==> src/rtl/cmd_scheduler_pkg.sv <==
`default_nettype none
// ============================================================================
// Module      : cmd_scheduler_pkg
// Description : Shared definitions for the command scheduler. Holds the
//               dispatcher state encoding, the queue-entry field layout and
//               the default parameter values.
//               Entry layout, LSB to MSB:
//                   [DATA_BIT-1:0]            output pattern
//                   [2*DATA_BIT-1:DATA_BIT]   frequency pattern
//                   [2*DATA_BIT]              mode
//                   [2*DATA_BIT+4:2*DATA_BIT+1] channel select
// Revision    : 1.0 - initial release
// ============================================================================
package cmd_scheduler_pkg;

    typedef enum logic [1:0] {
        S_IDLE = 2'd0,
        S_LOAD = 2'd1,
        S_WAIT = 2'd2
    } state_e;

    localparam int DEF_DATA_BIT     = 32;
    localparam int DEF_NUM_CH       = 4;
    localparam int DEF_FIFO_DEPTH   = 4;
    localparam int DEF_LOAD_TIMEOUT = 8;

    localparam int SEL_W  = 4;
    localparam int MODE_W = 1;

    // Width of one queued command for a given pattern width.
    function automatic int entry_w(input int data_bit);
        return 2 * data_bit + MODE_W + SEL_W;
    endfunction

endpackage
`default_nettype wire

==> src/rtl/cmd_scheduler_fifo.sv <==
`default_nettype none
// ============================================================================
// Module      : cmd_fifo
// Description : Single-clock first-word-fall-through command queue with a
//               registered occupancy count and registered full/empty flags.
//               Pushes while full and pops while empty are ignored.
// Ports       : clk, rst_n     clock, asynchronous active-low reset
//               i_push/i_data  write request and entry
//               i_pop          consume the head entry
//               o_data         head entry (valid while o_empty is low)
//               o_full/o_empty registered occupancy flags
// Revision    : 1.0 - initial release
// ============================================================================
module cmd_fifo #(
    parameter int WIDTH = 69,
    parameter int DEPTH = 4
) (
    input  logic             clk,
    input  logic             rst_n,
    input  logic             i_push,
    input  logic             i_pop,
    input  logic [WIDTH-1:0] i_data,
    output logic [WIDTH-1:0] o_data,
    output logic             o_full,
    output logic             o_empty
);

    localparam int AW = (DEPTH > 1) ? $clog2(DEPTH) : 1;
    localparam int CW = $clog2(DEPTH + 1);

    logic [WIDTH-1:0] mem_q [DEPTH];
    logic [AW-1:0]    wr_ptr_q, rd_ptr_q;
    logic [CW-1:0]    count_q, count_d;
    logic             full_q, empty_q;
    logic             w_push, w_pop;

    assign w_push = i_push && !full_q;
    assign w_pop  = i_pop && !empty_q;

    always_comb begin
        count_d = count_q;
        case ({w_push, w_pop})
            2'b10:   count_d = count_q + 1'b1;
            2'b01:   count_d = count_q - 1'b1;
            default: count_d = count_q;
        endcase
    end

    always_ff @(posedge clk or negedge rst_n) begin
        if (!rst_n) begin
            wr_ptr_q <= '0;
            rd_ptr_q <= '0;
            count_q  <= '0;
            full_q   <= 1'b0;
            empty_q  <= 1'b1;
        end else begin
            if (w_push) begin
                wr_ptr_q <= (wr_ptr_q == AW'(DEPTH - 1)) ? '0 : wr_ptr_q + 1'b1;
            end
            if (w_pop) begin
                rd_ptr_q <= (rd_ptr_q == AW'(DEPTH - 1)) ? '0 : rd_ptr_q + 1'b1;
            end
            count_q <= count_d;
            full_q  <= (count_d == CW'(DEPTH));
            empty_q <= (count_d == '0);
        end
    end

    // Storage needs no reset: the pointers and count define what is valid.
    always_ff @(posedge clk) begin
        if (w_push) begin
            mem_q[wr_ptr_q] <= i_data;
        end
    end

    assign o_data  = mem_q[rd_ptr_q];
    assign o_full  = full_q;
    assign o_empty = empty_q;

endmodule
`default_nettype wire

==> src/rtl/cmd_scheduler.sv <==
`default_nettype none
// ============================================================================
// Module      : cmd_scheduler
// Description : Accepts decoded commands, routes stops straight to the target
//               channel, queues starts and dispatches them in strict FIFO
//               order to idle serial-out channels with a bounded wait for the
//               channel's busy acknowledge.
// Ports       : clk, rst_n                       clock, async active-low reset
//               i_done_tick + command fields      decoded command (one cycle)
//               i_ch_busy                         per-channel busy status
//               o_ch_load / o_ch_stop             one-hot one-cycle strobes
//               o_output_pattern/o_freq_pattern/o_mode  last dispatched command
//               o_fifo_full, o_drop_tick, o_err_tick    status
// Revision    : 1.0 - initial release
// ============================================================================
module cmd_scheduler
    import cmd_scheduler_pkg::*;
#(
    parameter int DATA_BIT     = DEF_DATA_BIT,
    parameter int NUM_CH       = DEF_NUM_CH,
    parameter int FIFO_DEPTH   = DEF_FIFO_DEPTH,
    parameter int LOAD_TIMEOUT = DEF_LOAD_TIMEOUT
) (
    input  logic                clk,
    input  logic                rst_n,
    input  logic                i_done_tick,
    input  logic [DATA_BIT-1:0] i_output_pattern,
    input  logic [DATA_BIT-1:0] i_freq_pattern,
    input  logic [SEL_W-1:0]    i_sel_out,
    input  logic                i_start,
    input  logic                i_stop,
    input  logic                i_mode,
    input  logic [NUM_CH-1:0]   i_ch_busy,
    output logic [NUM_CH-1:0]   o_ch_load,
    output logic [NUM_CH-1:0]   o_ch_stop,
    output logic [DATA_BIT-1:0] o_output_pattern,
    output logic [DATA_BIT-1:0] o_freq_pattern,
    output logic                o_mode,
    output logic                o_fifo_full,
    output logic                o_drop_tick,
    output logic                o_err_tick
);

    localparam int               EW         = entry_w(DATA_BIT);
    localparam int               CW         = (LOAD_TIMEOUT > 1) ? $clog2(LOAD_TIMEOUT) : 1;
    localparam logic [SEL_W:0]   NUM_CH_EXT = NUM_CH[SEL_W:0];

    logic                w_sel_valid, w_push_req, w_pop;
    logic                w_fifo_full, w_fifo_empty, w_head_busy, w_cur_busy;
    logic [EW-1:0]       w_push_data, w_head;
    logic [SEL_W-1:0]    w_head_sel;
    logic                w_head_mode;
    logic [DATA_BIT-1:0] w_head_pat, w_head_freq;
    logic [NUM_CH-1:0]   w_sel_oh, w_head_oh, w_cur_oh;

    state_e              state_q, state_d;
    logic [SEL_W-1:0]    sel_q, sel_d;
    logic [DATA_BIT-1:0] pat_q, pat_d, freq_q, freq_d;
    logic                mode_q, mode_d;
    logic [CW-1:0]       cnt_q, cnt_d;
    logic                err_q, drop_q;
    logic [NUM_CH-1:0]   stop_q;

    // ---------------- command intake ----------------
    assign w_sel_valid = ({1'b0, i_sel_out} < NUM_CH_EXT);
    assign w_push_req  = i_done_tick && w_sel_valid && i_start && !i_stop;
    assign w_push_data = {i_sel_out, i_mode, i_freq_pattern, i_output_pattern};

    for (genvar k = 0; k < NUM_CH; k++) begin : g_dec
        assign w_sel_oh[k]  = (i_sel_out  == SEL_W'(k));
        assign w_head_oh[k] = (w_head_sel == SEL_W'(k));
        assign w_cur_oh[k]  = (sel_q      == SEL_W'(k));
    end

    // Drop decision uses the registered full flag, so a pop in the same
    // cycle does not rescue the push.
    always_ff @(posedge clk or negedge rst_n) begin
        if (!rst_n) begin
            err_q  <= 1'b0;
            drop_q <= 1'b0;
            stop_q <= '0;
        end else begin
            err_q  <= i_done_tick && !w_sel_valid;
            drop_q <= w_push_req && w_fifo_full;
            stop_q <= (i_done_tick && w_sel_valid && i_stop) ? w_sel_oh : '0;
        end
    end

    cmd_fifo #(
        .WIDTH (EW),
        .DEPTH (FIFO_DEPTH)
    ) u_fifo (
        .clk     (clk),
        .rst_n   (rst_n),
        .i_push  (w_push_req),
        .i_pop   (w_pop),
        .i_data  (w_push_data),
        .o_data  (w_head),
        .o_full  (w_fifo_full),
        .o_empty (w_fifo_empty)
    );

    assign {w_head_sel, w_head_mode, w_head_freq, w_head_pat} = w_head;
    assign w_head_busy = |(i_ch_busy & w_head_oh);
    assign w_cur_busy  = |(i_ch_busy & w_cur_oh);

    // ---------------- dispatcher ----------------
    always_ff @(posedge clk or negedge rst_n) begin
        if (!rst_n) begin
            state_q <= S_IDLE;
            sel_q   <= '0;
            pat_q   <= '0;
            freq_q  <= '0;
            mode_q  <= 1'b0;
            cnt_q   <= '0;
        end else begin
            state_q <= state_d;
            sel_q   <= sel_d;
            pat_q   <= pat_d;
            freq_q  <= freq_d;
            mode_q  <= mode_d;
            cnt_q   <= cnt_d;
        end
    end

    always_comb begin
        state_d = state_q;
        sel_d   = sel_q;
        pat_d   = pat_q;
        freq_d  = freq_q;
        mode_d  = mode_q;
        cnt_d   = cnt_q;
        w_pop   = 1'b0;
        case (state_q)
            S_IDLE: begin
                // A busy head blocks everything behind it: no reordering.
                if (!w_fifo_empty && !w_head_busy) begin
                    w_pop   = 1'b1;
                    sel_d   = w_head_sel;
                    pat_d   = w_head_pat;
                    freq_d  = w_head_freq;
                    mode_d  = w_head_mode;
                    state_d = S_LOAD;
                end
            end
            S_LOAD: begin
                cnt_d   = '0;
                state_d = S_WAIT;
            end
            S_WAIT: begin
                // S_WAIT lasts at most LOAD_TIMEOUT cycles.
                if (w_cur_busy || (cnt_q == CW'(LOAD_TIMEOUT - 1))) begin
                    state_d = S_IDLE;
                end else begin
                    cnt_d = cnt_q + 1'b1;
                end
            end
            default: state_d = S_IDLE;
        endcase
    end

    assign o_ch_load        = (state_q == S_LOAD) ? w_cur_oh : '0;
    assign o_ch_stop        = stop_q;
    assign o_output_pattern = pat_q;
    assign o_freq_pattern   = freq_q;
    assign o_mode           = mode_q;
    assign o_fifo_full      = w_fifo_full;
    assign o_drop_tick      = drop_q;
    assign o_err_tick       = err_q;

endmodule
`default_nettype wire

==> config.mk <==
export PLATFORM = sky130hd
export DESIGN_NAME = cmd_scheduler
export DESIGN_NICKNAME = d
export VERILOG_FILES = /design/src/rtl/cmd_scheduler_pkg.sv /design/src/rtl/cmd_scheduler_fifo.sv /design/src/rtl/cmd_scheduler.sv
export SDC_FILE = /design/constraint.sdc
export NUM_CORES = 1
export LEC_CHECK = 0
export BUFFER_PORTS_ARGS = -buffer_cell sky130_fd_sc_hd__buf_4
export CAP_MARGIN = 30
export CORE_MARGIN = 3
export CORE_UTILIZATION = 35
export CTS_BUF_LIST = sky130_fd_sc_hd__clkbuf_4
export DETAILED_ROUTE_END_ITERATION = 8
export PLACE_DENSITY = 0.56
export SLEW_MARGIN = 20
export SYNTH_ARGS = -nofsm -noshare
export SYNTH_HDL_FRONTEND = slang
export SYNTH_SLANG_ARGS = --single-unit
==> constraint.sdc <==
create_clock -name clk -period 9.2 [get_ports clk]
set_clock_uncertainty 0.05 [all_clocks]
set_input_delay 1.84 -clock clk [delete_from_list [all_inputs] [get_ports clk]]
set_output_delay 1.84 -clock clk [all_outputs]
set_load 0.01 [all_outputs]
==> results.ini, run 1 <==
[run_status]
status=completed

[timing]
period_share=0.429
fin_tns_setup_ns=0
relSlewSlack=0.452
worst_slew_pin_slew_ns=0.822
rsz0062_at_grt=no
fmax_ghz=0.253
finalCriticalPeriod_ns=3.95
hold-worst-slack_ns=0.423
setup_viol=0
timing_hold_violations_final=0
drv_slew=0
setup_slack_ns=5.25

[yosys]
yosysSeqAreaShare=0.772
synth_nets=708
ys.flop_type=edfxtp_1
syn_inst=621
synth-edff-count=276
yosys-top-cells-area=edfxtp_1 61%, dfrtp_1 16%, mux4_2 12%
synth_top_area_cell=edfxtp_1
synth.cell_area_um2=13600
synth_cell_types=38
synth_top_area_frac=0.609
ys_warn_count=0
syn_avg_cell_area_um2=21.9
synthArstFlopShare=0.244
ys_ff_latch=365

[power]
power_density_nw_per_um2=302
intPower_mw=3.63
p_sw_mw=1.42
power.total_mw=5.05
ir_worst_vdd_mv=0.142
switching_share=0.281
seqPwrFrac=0.427
power_frac_clock=0.289
leakagePower_nw=6.18
power_frac_comb=0.284

[clock_tree]
cts_tree=built
postCtsSetupBuffers=0
root_buffer=clkbuf_4
clock_latency_ns=0.72
htree_levels=3
holdBufCountCts=0
numCtsBuffers=96
cts_sinks=365
cts_resized=0
path_clk_slew_ns=0.06
cts_buffer_depth=3

[die]
num_rows=71
io_pins=154
core_area_um2=38000
die_h_um=203
die_x_um=203
initial_utilization=0.358
die_area_um2=41300

[layout]
final_cell_area_um2=16700
drive_above_1_share=0.497
multi_input_area_um2=2930
utilization=0.440
final_cells=1455
area_growth_pct=22.9
nets=946
fill_cells=3460
seq_area_um2=10500

[place]
dp_hpwl_mm=16.6
dp_cells=1272
portBuffers=153
dpl_cell_area_um2=15400
place.gp.congestion=0.679
place_ws_ns=4.72

[global_route]
gr-total-overflow=0
grt_pass1_wl_mm=42.0
antenna_found_initial=2
grt_pass1_vias=7279
groute.usage.overall=0.134
grt_max_degree=55

[drt]
ant_nets=0
drc_errors=0
firstDrtPassIters=5
via_per_inst=4.57
drt_wl_total_mm=27.3
drt_iter0_markers=308
via_count=6647
wire_per_inst_um=18.8

[setup_path]
critPathMaxFanout=5
critPathRequiredTime_ns=7.31
end_kind=primary output
cp.arrival_ns=2.06
critPathLaunchType=flop
path_class=reg2out

[hold_path]
hp-class=reg2reg

[job]
cap_viol_max_count=0

==> flip-flops by register name (all words and copies together), names as in the netlist <==
signal,count
u_fifo.mem_q,276
o_freq_pattern,32
o_output_pattern,32
o_ch_stop,4
sel_q,4
cnt_q,3
u_fifo.count_q,3
state_q,2
u_fifo.rd_ptr_q,2
u_fifo.wr_ptr_q,2
o_drop_tick,1
o_err_tick,1
o_mode,1
u_fifo.o_empty,1
u_fifo.o_full,1
==> cells in the mapped netlist, types with 2 or more instances <==
cell type / n
nand2_1: 12
and2_1: 5
nor3_1: 3
mux2i_1: 5
nand3b_1: 2
buf_4: 6
clkbuf_1: 14
ha_1: 8
dfrtp_1: 88
mux4_2: 70
nand3_1: 7
a21oi_1: 2
xor2_1: 2
mux2_2: 57
nor2b_1: 2
nor2_1: 10
mux2_4: 10
and3_1: 3
edfxtp_1: 276
o21ai_0: 8
inv_1: 12
nor3b_1: 3
==> power by group through the flow <==
| stage | Sequential, mW | Combinational, mW | Clock (mW) |
|---|---|---|---|
| global placement | 2.20 | 1.45 | 0 |
| CTS | 2.17 | 1.47 | 1.52 |
| detailed placement | 2.20 | 1.47 | 0 |
| finish | 2.16 | 1.43 | 1.46 |
| floorplan | 2.19 | 0.959 | 0 |
| global route | 2.19 | 1.56 | 1.62 |
==> cells by family (layout without fill, tap and decap cells) <==
logic type,after synthesis,in the layout,synth area share
AO/OA/AOI/OAI,14,14,0.00671
buffers and inverters,36,358,0.0130
adder cells (fa/ha/maj),9,9,0.00882
XOR/XNOR,3,3,0.00193
AND/OR/NAND/NOR,52,52,0.0196
other,0,1,0
flip-flops,365,365,0.772
multiplexers,142,142,0.178
==> critical path, cell delays in order, from the launching register on <==
cell and delay (ns):
dfrtp_1 0.40, nand2b_1 0.23, nor3_1 0.33, nor3b_1 0.23, buf_4 0.15
==> final timing paths <==
check | from | slack (ns) | cells past startpoint | endpoint
min reg2reg | u_fifo.count_q[2] | 0.42 | 1 | u_fifo.count_q[2]
max reg2reg | u_fifo.rd_ptr_q[0] | 5.46 | 7 | o_output_pattern[15]
max | state_q[1] | 5.25 | 4 | o_ch_load[0]
min in group asynchronous | rst_n | 1.14 | 1 | o_freq_pattern[26]
min | u_fifo.count_q[2] | 0.42 | 1 | u_fifo.count_q[2]
max in group asynchronous | rst_n | 6.86 | 2 | u_fifo.rd_ptr_q[1]
==> metal layers <==
layer  GRT usage  wire length, um
met1       0.171            11600
met5           0               15
met2       0.216            13700
met3      0.0444             1590
met4      0.0484              477
==> final cells by class <==
cell class / count / share of cell area
Inverter: 12 / 0.00269
Tap cell: 511 / 0.0382
Multi-Input combinational cell: 220 / 0.175
Clock buffer: 149 / 0.0668
Timing Repair Buffer: 164 / 0.0755
Antenna cell: 1 / 0.000150
Sequential cell: 365 / 0.629
Clock inverter: 33 / 0.0126
==> cell usage in the layout, fill, tap and decap left out, types with 2 or more instances in the layout <==
cell type / n
mux2_4: 10
clkinv_1: 24
mux2_2: 57
nor3b_1: 3
dfrtp_1: 86
buf_4: 162
bufinv_16: 3
ha_1: 8
nand2_1: 12
edfxtp_1: 276
a21oi_1: 2
nor2b_1: 2
dfrtp_4: 2
and2_4: 4
mux2i_1: 5
and3_1: 3
nand3b_1: 2
o21ai_0: 8
clkbuf_4: 149
nand3_1: 7
clkinv_2: 4
nor2_1: 10
nor3_1: 3
xor2_1: 2
mux4_2: 70
inv_1: 12
Note: power is estimated with default switching activity, not from simulation.
==> run 2: changes to the inputs <==
==> constraint.sdc (replaced) <==
create_clock -name clk -period 3.8 [get_ports clk]
set_clock_uncertainty 0.05 [all_clocks]
set_input_delay 0.76 -clock clk [delete_from_list [all_inputs] [get_ports clk]]
set_output_delay 0.76 -clock clk [all_outputs]
set_load 0.01 [all_outputs]
==> run 2 against run 1 <==
Compared with the run above:
- utilization up 0.36 points
- setup slack worse by 4.6 ns
- final area up 0.81%
- power up 140%
- combinational power up 140%
- clock power rose to 2.5 times the previous value
- sequential cell count unchanged
- cell count up 0.27%
- routed wire length up 2.5%
- first-iteration DRC count down 2.6%
- count of clock-buffer cells in the layout up 8
- non-clock buffer count up 3
==> results.ini, run 2 (synthesis gave the netlist of run 1 again) <==
[run_status]
status=completed

[timing]
worst_slew_pin_slew_ns=0.837
relSlewSlack=0.442
drv_slew=0
fin_tns_setup_ns=0
setup_viol=0
hold-worst-slack_ns=0.140
setup_slack_ns=0.620
fmax_ghz=0.315
rsz0062_at_grt=no
timing_hold_violations_final=0
period_share=0.837
finalCriticalPeriod_ns=3.18

[layout]
utilization=0.444
final_common_cell=edfxtp_1
final_cell_mix=276 x edfxtp_1, 157 x clkbuf_4, 157 x buf_4
regMostFlops=u_fifo.mem_q
largest_reg_flops=276
drive_above_1_share=0.507
area_growth_pct=23.9
nets=951

[setup_path]
cp_slowest_cell=mux4_2
critPathRequiredTime_ns=4.41
path_buf_inv=1
crit_family=multiplexers
cp.arrival_ns=3.79
worstPathCellList=mux4_2, mux2i_1, nand2_1, a21oi_4, ha_1, inv_1, fa_1, xor2_1, nor2_1, xor2_1, nor2b_1
path_common_cell=xor2_1
critPathMaxStageDelay_ns=0.60
path_class=reg2reg
critPathLaunchType=flop
critPathMaxFanout=10
end_kind=flop

[global_route]
grt_pass1_wl_mm=43.8
grt_pass1_vias=7597
gr-total-overflow=0
antenna_found_initial=1
groute.usage.overall=0.140
grt_max_degree=69

[clock_tree]
clock_latency_ns=0.74
cts_sinks=365
cts_tree=built
cts_buffer_depth=3
path_clk_slew_ns=0.07
root_buffer=clkbuf_4
numCtsBuffers=98
cts_resized=0
htree_levels=3

[drt]
drt_wl_total_mm=28.0
drt_iter0_markers=300
wire_per_inst_um=19.2
highest_layer=met4
firstDrtPassIters=4
wl_met3_mm=1.96
via_count=6764
wl_met2_mm=14.0
ant_nets=0
drt-met1-wl_mm=11.5
via_per_inst=4.64
drc_errors=0

[power]
power_density_nw_per_um2=732
ir_worst_vdd_mv=0.375
leakagePower_nw=6.24

[die]
die_area_um2=41300
num_rows=71
initial_utilization=0.358
io_pins=154
die_h_um=203
core_area_um2=38000
die_x_um=203

[place]
dp_hpwl_mm=16.1
place_ws_ns=0.628
portBuffers=153
place.gp.congestion=0.694

[hold_path]
hp-class=in2reg

[job]
cap_viol_max_count=0

==> run 2: cell types whose count changed in the layout (fill, tap and decap cells not counted) <==
cell / before / now
buf_12: 1 / 9
buf_16: 1 / 0
buf_4: 162 / 157
clkbuf_4: 149 / 157
clkinv_1: 24 / 16
clkinvlp_4: 1 / 0
dlygate4sd3_1: 0 / 1
inv_2: 1 / 3
==> run 2: worst paths after layout <==
path	slack (ns)	depth (start not counted)	end	startpoint
worst max-delay path	0.62	11	u_fifo.o_full	u_fifo.rd_ptr_q[0]
worst min-delay path	0.14	1	u_fifo.mem_q[2][15]	i_output_pattern[15]
max in group asynchronous	2.39	3	o_freq_pattern[16]	rst_n
min in group asynchronous	0.57	2	o_output_pattern[27]	rst_n
worst min register to register	0.43	1	u_fifo.count_q[2]	u_fifo.count_q[2]
worst max register to register	0.62	11	u_fifo.o_full	u_fifo.rd_ptr_q[0]
==> run 2: where the power goes <==
part           internal, mW  total (mW)  switching, mW
Combinational          1.97        3.49           1.51
Clock                  2.07        3.65           1.58
Sequential             4.83        5.21          0.386
==> run 2: through the flow <==
step	cells	total power, mW	area, um2
6_report	1459	12.3	16900
5_1_grt	1459	13.2	16900
4_1_cts	1458	12.6	16900
3_5_place_dp	1274	8.90	15500
3_3_place_gp	1274	8.86	15500
2_1_floorplan	621	7.63	13600
==> run 2: routing by layer <==
metal  GRT usage  vias to the layer above
li1            -                     3057
met1       0.173                     3451
met2       0.230                      209
met3      0.0449                       47
met4      0.0578                        0
met5           0                        -
==> run 2: area by class of cell <==
type                       count  area, um2
clock buffer                 157       1180
clock inverter                26        181
inverter                      12       45.0
antenna                        1       2.50
sequential                   365      10500
timing repair buffer         167       1370
tap                          511        639
multi-input combinational    220       2930
fill                        3410      21100
==> run 2: repair_timing <==
item | in CTS | in global routing
setup buffers | 0 | 0
hold buffers | 1 | 0
hold endpoints to repair | 27 | 0
setup endpoints to repair | 0 | 0
==> run 3: changes to the inputs <==
--- a/config.mk
+++ b/config.mk
@@ -5,13 +5,14 @@
 export SDC_FILE = /design/constraint.sdc
 export NUM_CORES = 1
 export LEC_CHECK = 0
+export ABC_AREA = 1
 export BUFFER_PORTS_ARGS = -buffer_cell sky130_fd_sc_hd__buf_4
 export CAP_MARGIN = 30
 export CORE_MARGIN = 3
 export CORE_UTILIZATION = 35
 export CTS_BUF_LIST = sky130_fd_sc_hd__clkbuf_4
 export DETAILED_ROUTE_END_ITERATION = 8
-export PLACE_DENSITY = 0.56
+export PLACE_DENSITY = 0.58
 export SLEW_MARGIN = 20
 export SYNTH_ARGS = -nofsm -noshare
 export SYNTH_HDL_FRONTEND = slang
==> constraint.sdc (replaced) <==
create_clock -name clk -period 2.6 [get_ports clk]
set_clock_uncertainty 0.05 [all_clocks]
set_input_delay 0.52 -clock clk [delete_from_list [all_inputs] [get_ports clk]]
set_output_delay 0.52 -clock clk [all_outputs]
set_load 0.01 [all_outputs]
==> run 3 against run 2 <==
Compared with the run above:
- power grew 54%
- critical endpoint unchanged
- cell count up 36%
- count of clock-buffer cells in the layout did not move
- clock power is 36% higher
- maximum frequency grew 25%
- routed wire length is 23% higher
- combinational power rose by 87%
- global-route usage rose by 2.2 points
==> results.ini, run 3 <==
[run_status]
status=completed

[setup_path]
worstPathCellList=buf_12, nand2_1, nand3_2, nand3_2, nand3_2, nand3_4, nand2_4, inv_4, ha_4, inv_2, fa_2, a21oi_2, o21ai_1, xor2_1, inv_1, nor2_1
critPathMaxFanout=5
path_buf_inv=4
r2r_end=u_fifo.o_full
crit_family=simple AND/OR/NAND/NOR gates
path_common_cell=nand3_2
reg2reg_from=u_fifo.rd_ptr_q[0]
critPathMaxStageDelay_ns=0.55
cp_slowest_cell=dfrtp_4
cp.arrival_ns=3.13
r2r_cells=16
regToRegSetupSlack_ns=0.07
critPathRequiredTime_ns=3.20
end_kind=flop
critPathLaunchType=flop
path_class=reg2reg

[yosys]
yosys-top-cells-area=edfxtp_1 60%, dfrtp_1 16%, o21ai_0 5.0%
synth_top_area_cell=edfxtp_1
ys_ff_latch=365
ys.flop_type=edfxtp_1
synth_cell_types=25
synthTopCellsByCount=276 x edfxtp_1, 169 x nand2_1, 147 x nor2_1
ys_warn_count=0
yosysSeqAreaShare=0.756
synthArstFlopShare=0.244
yosysMostFrequentCell=edfxtp_1
syn_inst=1101
synth_top_area_frac=0.596
synth_nets=1188
synth-edff-count=276
synth.cell_area_um2=13900
syn_avg_cell_area_um2=12.6

[layout]
largest_reg_flops=276
final_cell_mix=276 x edfxtp_1, 165 x buf_4, 163 x nand2_1
nets=1477
area_growth_pct=29.1
final_cell_area_um2=18000
final_common_cell=edfxtp_1
utilization=0.462
regMostFlops=u_fifo.mem_q
drive_above_1_share=0.257

[job]
cap_viol_max_count=0

[drt]
drc_errors=0
drt_iter0_markers=500
via_per_inst=4.79
via_count=9512
ant_nets=0
drt_wl_total_mm=34.4
firstDrtPassIters=4
wire_per_inst_um=17.3

[timing]
timing_hold_violations_final=0
period_share=0.975
worst_slew_pin_slew_ns=0.940
hold-worst-slack_ns=0.170
setup_slack_ns=0.0662
drv_slew=0
finalCriticalPeriod_ns=2.53
setup_viol=0
fmax_ghz=0.395
relSlewSlack=0.373
rsz0062_at_grt=yes

[die]
core_area_um2=38900
die_area_um2=42200
io_pins=154
num_rows=72
die_h_um=205
initial_utilization=0.357
die_x_um=205

[global_route]
gr-total-overflow=0
groute.usage.overall=0.162
grt_max_degree=73
antenna_found_initial=4
grt_pass1_vias=9726
grt_pass1_wl_mm=53.1

[place]
place_ws_ns=0.0153
place.gp.congestion=0.765
dpl_cell_area_um2=15800
dp_hpwl_mm=18.2
portBuffers=153

[power]
leakagePower_nw=7.08
power_density_nw_per_um2=1060
ir_worst_vdd_mv=0.560

[clock_tree]
htree_levels=3
cts_tree=built
cts_buffer_depth=3
root_buffer=clkbuf_4
cts_sinks=365
path_clk_slew_ns=0.06
clock_latency_ns=0.74
numCtsBuffers=99

[hold_path]
hold_depth=5
hold_start=i_start
whs_endpoint=o_drop_tick
hp-class=in2reg

run 3: metrics by stage:
stage	setup TNS [ns]	cells	total power [mW]
detailed placement	0	1729	13.9
floorplan	0	1101	11.5
global route	-0.133	1987	20.4
finish	0	1987	19.0
global placement	0	1728	13.8
CTS	0	1979	19.1
run 3: worst max-delay path by stage:
stage | startpoint | endpoint | slack (ns) | cells past startpoint
3_5_place_dp | u_fifo.rd_ptr_q[0] | u_fifo.o_empty | 0.02 | 15
6_report | u_fifo.rd_ptr_q[0] | u_fifo.o_full | 0.07 | 16
5_1_grt | u_fifo.rd_ptr_q[0] | u_fifo.o_full | -0.09 | 17
4_1_cts | u_fifo.rd_ptr_q[0] | u_fifo.o_full | 0.0003 | 15
3_3_place_gp | u_fifo.rd_ptr_q[0] | u_fifo.o_full | 0.06 | 16
2_1_floorplan | u_fifo.rd_ptr_q[1] | u_fifo.o_empty | 0.0003 | 15
run 3: layout make-up:
type / instances / area (um2)
Antenna cell: 4 / 10.0
Inverter: 33 / 136
Timing Repair Buffer: 253 / 2270
Multi-Input combinational cell: 637 / 3120
Fill cell: 3619 / 21000
Tap cell: 518 / 648
Timing Repair inverter: 1 / 6.26
Sequential cell: 365 / 10500
Clock inverter: 19 / 72.6
Clock buffer: 157 / 1180
run 3: logic make-up after synthesis:
kind of cell             Yosys count  share of synthesized area
AO/OA/AOI/OAI                    204                     0.0792
XOR/XNOR                           2                    0.00126
adder cells (fa/ha/maj)            9                    0.00864
buffers and inverters             99                     0.0298
flip-flops                       365                      0.756
AND/OR/NAND/NOR                  422                      0.125
run 3: what timing repair did:
action                                  in CTS  in global routing
gates cloned                                 0                  2
hold buffers                                74                  0
endpoints found under the setup margin       2                 35
endpoints found under the hold margin      319                  0
setup buffers                                0                  2
pin swaps                                    0                 12
resized for setup                            1                 26
run 3: power by group:
| part | switching [mW] | internal, mW | total, mW |
|---|---|---|---|
| Clock | 2.25 | 2.71 | 4.96 |
| Combinational | 4.08 | 2.43 | 6.51 |
| Sequential | 0.490 | 7.03 | 7.52 |
| Total | 6.82 | 12.2 | 19.0 |
run 3: layer usage:
| metal | vias to the layer above | track usage | share of wire |
|---|---|---|---|
| li1 | 4563 | - | - |
| met1 | 4644 | 0.205 | 0.43 |
| met2 | 255 | 0.272 | 0.49 |
| met3 | 50 | 0.0394 | 0.058 |
| met4 | 0 | 0.0625 | 0.018 |
| met5 | - | 0 | 0 |
run 3: worst reg2reg max path, delay by kind of cell, from the launching register on:
family / cells / cell delay (ns)
buf+inv: 4 / 0.33
xor+xnor: 1 / 0.23
compound gates: 2 / 0.20
flops: 1 / 0.55
simple gates: 7 / 0.59
fa+ha+maj: 2 / 0.49
